$ cat config.mk
export PLATFORM = sky130hd
export DESIGN_NAME = clock_gate_controller
export DESIGN_NICKNAME = d
export VERILOG_FILES = /design/src/rtl/clock_ctrl_pkg.sv /design/src/rtl/sat_counter.sv /design/src/rtl/clock_gate_controller.sv
export SDC_FILE = /design/constraint.sdc
export NUM_CORES = 1
export LEC_CHECK = 0
export ABC_CLOCK_PERIOD_IN_PS = 2350
export CAP_MARGIN = 30
export CORE_ASPECT_RATIO = 1.4
export CORE_MARGIN = 4
export CORE_UTILIZATION = 35
export DETAILED_ROUTE_END_ITERATION = 12
export PLACE_DENSITY = 0.58
export SYNTH_ARGS = -nofsm -noshare
export SYNTH_HDL_FRONTEND = slang
export SYNTH_SLANG_ARGS = --single-unit
$ cat constraint.sdc
create_clock -name clock -period 2.35 [get_ports clock]
set_clock_uncertainty 0.1 [all_clocks]
set_input_delay 0.47 -clock clock [delete_from_list [all_inputs] [get_ports clock]]
set_output_delay 0.47 -clock clock [all_outputs]
set_load 0.005 [all_outputs]
$ cat src/rtl/clock_ctrl_pkg.sv
// Shared definitions for the compute-domain clock gate controller.
//   - ctrl_state_e : FSM state encodings exposed on the debug state port
//   - Def*         : default parameter values
//   - timer_width  : width of the shared down-counter for a given parameter set
package clock_ctrl_pkg;

  typedef enum logic [1:0] {
    StRun     = 2'd0,
    StDrain   = 2'd1,
    StStopped = 2'd2,
    StWake    = 2'd3
  } ctrl_state_e;

  localparam int unsigned DefNumStall    = 4;
  localparam int unsigned DefDrainCycles = 3;
  localparam int unsigned DefMinOff      = 2;
  localparam int unsigned DefWakeCycles  = 2;
  localparam int unsigned DefCountW      = 32;

  // Bits needed to hold the largest timer load, never less than one.
  function automatic int unsigned timer_width(input int unsigned drain, input int unsigned min_off,
                                              input int unsigned wake);
    int unsigned m;
    m = drain;
    if (min_off > m) m = min_off;
    if (wake > m) m = wake;
    if (m == 0) return 1;
    return (m == 1) ? 1 : $clog2(m + 1);
  endfunction

endpackage

$ cat src/rtl/sat_counter.sv
// Saturating event counter with synchronous clear.
//   clock, reset_n : control clock, async active-low reset (count -> 0)
//   clear          : synchronous clear, wins over incr
//   incr           : count one event this cycle
//   count          : current value, sticks at all-ones
module sat_counter #(
  parameter int unsigned WIDTH = 32
) (
  input  logic             clock,
  input  logic             reset_n,
  input  logic             clear,
  input  logic             incr,
  output logic [WIDTH-1:0] count
);

  always_ff @(posedge clock or negedge reset_n) begin
    if (!reset_n) begin
      count <= '0;
    end else if (clear) begin
      count <= '0;
    end else if (incr && (count != '1)) begin
      count <= count + WIDTH'(1);
    end
  end

endmodule

$ cat src/rtl/clock_gate_controller.sv
// Produces the registered active-low clock enable for the compute-domain clock buffer.
//   clock, reset_n : free-running control clock, async active-low reset
//   stall_req      : level stall requests, any bit high requests a stop
//   host_stop      : pulse, sets the sticky host hold
//   host_start     : pulse, clears the sticky host hold (host_stop wins on collision)
//   count_clear    : synchronous clear of gated_cycles
//   ce_n           : registered enable, 0 = clock runs, 1 = gated
//   halted         : high while STOPPED
//   state_o        : current FSM state for debug
//   gated_cycles   : saturating count of cycles with ce_n high
module clock_gate_controller
  import clock_ctrl_pkg::*;
#(
  parameter int unsigned NUM_STALL      = DefNumStall,
  parameter int unsigned DRAIN_CYCLES   = DefDrainCycles,
  parameter int unsigned MIN_OFF_CYCLES = DefMinOff,
  parameter int unsigned WAKE_CYCLES    = DefWakeCycles,
  parameter int unsigned COUNT_W        = DefCountW
) (
  input  logic                 clock,
  input  logic                 reset_n,
  input  logic [NUM_STALL-1:0] stall_req,
  input  logic                 host_stop,
  input  logic                 host_start,
  input  logic                 count_clear,
  output logic                 ce_n,
  output logic                 halted,
  output logic [1:0]           state_o,
  output logic [COUNT_W-1:0]   gated_cycles
);

  localparam int unsigned TW = timer_width(DRAIN_CYCLES, MIN_OFF_CYCLES, WAKE_CYCLES);

  // Loads are guarded so a zero parameter never underflows; those paths are bypassed anyway.
  localparam logic [TW-1:0] DrainLoad = TW'((DRAIN_CYCLES > 0) ? DRAIN_CYCLES - 1 : 0);
  localparam logic [TW-1:0] OffLoad   = TW'((MIN_OFF_CYCLES > 0) ? MIN_OFF_CYCLES - 1 : 0);
  localparam logic [TW-1:0] WakeLoad  = TW'((WAKE_CYCLES > 0) ? WAKE_CYCLES - 1 : 0);
  // Coming out of reset the off time is one cycle longer than after a normal stop.
  localparam logic [TW-1:0] ResetLoad = TW'(MIN_OFF_CYCLES);

  ctrl_state_e   state_q;
  logic [TW-1:0] timer_q;
  logic          host_hold_q;
  logic          req;

  // Hold uses its registered value, so a host pulse affects req one cycle later.
  assign req = (|stall_req) | host_hold_q;

  always_ff @(posedge clock or negedge reset_n) begin
    if (!reset_n) begin
      host_hold_q <= 1'b1;
    end else if (host_stop) begin
      host_hold_q <= 1'b1;
    end else if (host_start) begin
      host_hold_q <= 1'b0;
    end
  end

  always_ff @(posedge clock or negedge reset_n) begin
    if (!reset_n) begin
      state_q <= StStopped;
      timer_q <= ResetLoad;
      ce_n    <= 1'b1;
      halted  <= 1'b1;
    end else begin
      unique case (state_q)
        StRun: begin
          if (req) begin
            if (DRAIN_CYCLES > 0) begin
              state_q <= StDrain;
              timer_q <= DrainLoad;
            end else begin
              state_q <= StStopped;
              timer_q <= OffLoad;
              ce_n    <= 1'b1;
              halted  <= 1'b1;
            end
          end
        end
        StDrain: begin
          if (!req) begin
            state_q <= StRun;
          end else if (timer_q == '0) begin
            state_q <= StStopped;
            timer_q <= OffLoad;
            ce_n    <= 1'b1;
            halted  <= 1'b1;
          end else begin
            timer_q <= timer_q - TW'(1);
          end
        end
        StStopped: begin
          // Requests are ignored until the minimum off time has run out.
          if (timer_q != '0) begin
            timer_q <= timer_q - TW'(1);
          end else if (!req) begin
            halted <= 1'b0;
            if (WAKE_CYCLES > 0) begin
              state_q <= StWake;
              timer_q <= WakeLoad;
            end else begin
              state_q <= StRun;
              ce_n    <= 1'b0;
            end
          end
        end
        StWake: begin
          if (req) begin
            state_q <= StStopped;
            timer_q <= OffLoad;
            halted  <= 1'b1;
          end else if (timer_q == '0) begin
            state_q <= StRun;
            ce_n    <= 1'b0;
          end else begin
            timer_q <= timer_q - TW'(1);
          end
        end
        default: begin
          state_q <= StStopped;
          timer_q <= OffLoad;
          ce_n    <= 1'b1;
          halted  <= 1'b1;
        end
      endcase
    end
  end

  assign state_o = state_q;

  sat_counter #(
    .WIDTH (COUNT_W)
  ) u_gated_cnt (
    .clock   (clock),
    .reset_n (reset_n),
    .clear   (count_clear),
    .incr    (ce_n),
    .count   (gated_cycles)
  );

endmodule
==> results of run 1 <==
-- worst max-delay path, delay by kind of cell (launching register included) --
kind / cells / cell delay, ns
AND/OR/NAND/NOR: 4 / 1.46
flip-flops: 1 / 0.45
AO/OA/AOI/OAI: 1 / 0.15
-- layer usage --
metal / vias up / GRT usage / routed length (um)
met5: - / 0 / 0
met4: 0 / 0.04441 / 73
met3: 6 / 0.03317 / 276
met2: 44 / 0.2770 / 2937
met1: 1033 / 0.2150 / 2607
li1: 1069 / - / -
-- synth_stat cells (all sizes together), types with 4 or more instances --
master / instances
dfstp: 5
nor2: 16
inv: 8
xnor2: 5
nor3: 6
o31ai: 8
dfrtp: 34
a21oi: 22
nand2: 17
or3: 14
a211oi: 4
nand4: 11
clkbuf: 11
and4: 6
and3: 5
nand3: 17
o21ai: 20
or4: 7
-- through the flow --
| step | util | power (mW) | area (um2) | hold WS [ns] | setup slack, ns |
|---|---|---|---|---|---|
| floorplan | - | 0.9888 | 2252 | 0.07441 | 0.1965 |
| global placement | 0.4596 | 1.133 | 2874 | 0.3987 | 0.1814 |
| detailed placement | 0.4596 | 1.140 | 2874 | 0.4061 | 0.1387 |
| CTS | 0.4726 | 1.596 | 2955 | 0.1484 | 0.1331 |
| global route | 0.4732 | 1.675 | 2959 | 0.1826 | 0.01475 |
| finish | 0.4732 | 1.572 | 2959 | 0.1280 | 0.1350 |
-- power by group --
| group | switching (mW) | internal (mW) |
|---|---|---|
| combinational | 0.168 | 0.168 |
| sequential | 0.0564 | 0.730 |
| clock | 0.241 | 0.209 |
-- what timing repair did --
action | in CTS | in global routing
endpoints found under the hold margin | 0 | 0
hold buffers | 0 | 0
endpoints found under the setup margin | 0 | 1
setup buffers | 0 | 0
gates resized for setup | 0 | 1
-- cells by family after synthesis --
| kind of cell | after synthesis | share of synthesized area |
|---|---|---|
| DFF | 39 | 0.4361 |
| buffers and inverters | 20 | 0.03389 |
| and+or+nand+nor | 112 | 0.2828 |
| adders and majority gates | 3 | 0.01667 |
| muxes | 4 | 0.01889 |
| xor gates and xnor gates | 7 | 0.02722 |
| AOI/OAI and AO/OA | 69 | 0.1845 |
-- layout make-up --
type / instances / area (um2) / area share
Timing Repair Buffer: 63 / 578.1 / 0.1953
Clock inverter: 1 / 5.005 / 0.001691
Inverter: 8 / 30.03 / 0.01015
Multi-Input combinational cell: 195 / 1197 / 0.4047
Tap cell: 72 / 90.09 / 0.03044
Clock buffer: 7 / 76.32 / 0.02579
Sequential cell: 39 / 982.2 / 0.3319
-- state kept, by name, summed over array words and instances, names as in the netlist, named ones only --
register / flops
timer_q: 2
state_o: 1
ce_n: 1
host_hold_q: 1
halted: 1
u_gated_cnt.count: 32
-- worst paths after layout --
kind | from | end | depth (start not counted)
max reg2reg | u_gated_cnt.count[8]$_DFFE_PN0P_ | u_gated_cnt.count[27]$_DFFE_PN0P_ | 5
max | u_gated_cnt.count[8]$_DFFE_PN0P_ | u_gated_cnt.count[27]$_DFFE_PN0P_ | 5
min reg2reg | host_hold_q$_DFFE_PN1P_ | host_hold_q$_DFFE_PN1P_ | 1
max in group asynchronous | reset_n | ce_n$_DFFE_PN1P_ | 2
min in group clock | host_hold_q$_DFFE_PN1P_ | host_hold_q$_DFFE_PN1P_ | 1
min | reset_n | u_gated_cnt.count[24]$_DFFE_PN0P_ | 2
==> qor.txt, run 1 <==
post-synthesis sequential area ratio = 0.4361
Synth Register Bits = 39
chip height = 102.9 um
Crit Path Class = flop to flop
CP Capture Type = flop
Final nets = 324
CTS root buf = clkbuf_8
filler instances = 621
GP Congestion = 0.8454
clock sink count = 39
most frequent cells in the layout = 43 x clkdlybuf4s50_1, 34 x dfrtp_1, 21 x a21oi_1
Antenna Violating Nets Remaining = 0
CTS tree = done
clock period minus worst slack = 2.215 ns
fmax = 451.5 MHz
GR Util All Layers = 0.1657
WP data required = 2.47 ns
Worst Max-Slew Pin Slew = 0.5065 ns
Area Growth Syn to Fin = 31.39%
Clock Path Buffers = 2
Slew headroom = 0.6623
first-pass GRT wire length = 10.07 mm
IO buf count = 44
clock latency on the worst-skew pair = 0.29 ns
post-DR vias/cell = 5.590
asr flop ratio synth = 1.000
clk slew on worst S/H paths = 0.08 ns
Peak supply drop = 348.1 uV
Initial Util = 0.3601
Critical Path AT = 2.34 ns
H-tree depth = 2
Finished Layout Cells = 385
die width = 75.80 um
Synth area leader = dfrtp_1
flop-to-flop setup slack = 0.14 ns
sequence of cells on the critical path = nand3_1, or3_4, or4_4, or4_1, a21oi_1
DRC Markers = 0
outcome = complete, no violations
Final Hold Violating Endpoints = 0
Final Cycle Share = 0.9425
ys flop type = dfrtp_1
Power Density = 531.3 nW/um2
die area = 7800 um2
maximum fanout along the worst path = 8
CP max stage cell = or4_4
most common cell after layout, fill and taps aside = clkdlybuf4s50_1
placed insts = 377
grt ovf = 0
synth warn = 0
syn_area_per_cell = 8.867 um2
diode count = 0
# rows = 34
vias in the first global route = 2048
Synth cell types = 46
dpl hpwl = 4.254 mm
type of origin of the critical path = flop
Setup TNS = 0 ns
CTS Buf Count = 5
number of synthesized flops with an enable pin = 0
Slowest Stage Delay on Critical Path = 0.52 ns
Synth area leaders = dfrtp_1 38%, dfstp_2 5.8%, a21oi_1 4.9%, o21ai_0 4.4%, nand3_1 3.6%
top cell type's share of synthesized area = 0.3778
drt wl/cell = 15.31 um
via count = 2152
# setup viols final = 0
boundary pin count = 45
Mapped Cells = 254
post-synthesis cell area = 2252 um2
Initial DRT Pass Iterations = 4
Final Slew Violations = 0
final wirelength = 5.895 mm
Worst Hold Class = input pin to async pin
core area = 6254 um2
layout cells sized above 1 = 0.1342
initial antenna violation count = 0
initial drt markers = 165
Max Cap Viol = 0
pin count of the biggest net entering global routing = 40
RSZ-0062 raised after global routing = no
Leak Pwr = 1.102 nW
Synthesized Nets = 266
Note: power is estimated with default switching activity, not from simulation.
==> inputs of run 2 (changes only) <==
Settings changed: CTS_CLUSTER_DIAMETER set to 200, HOLD_SLACK_MARGIN set to 0.03, SLEW_MARGIN set to 5.
==> results of run 2 <==
The final DEF is identical to that of run 1; final timing and power are the same.
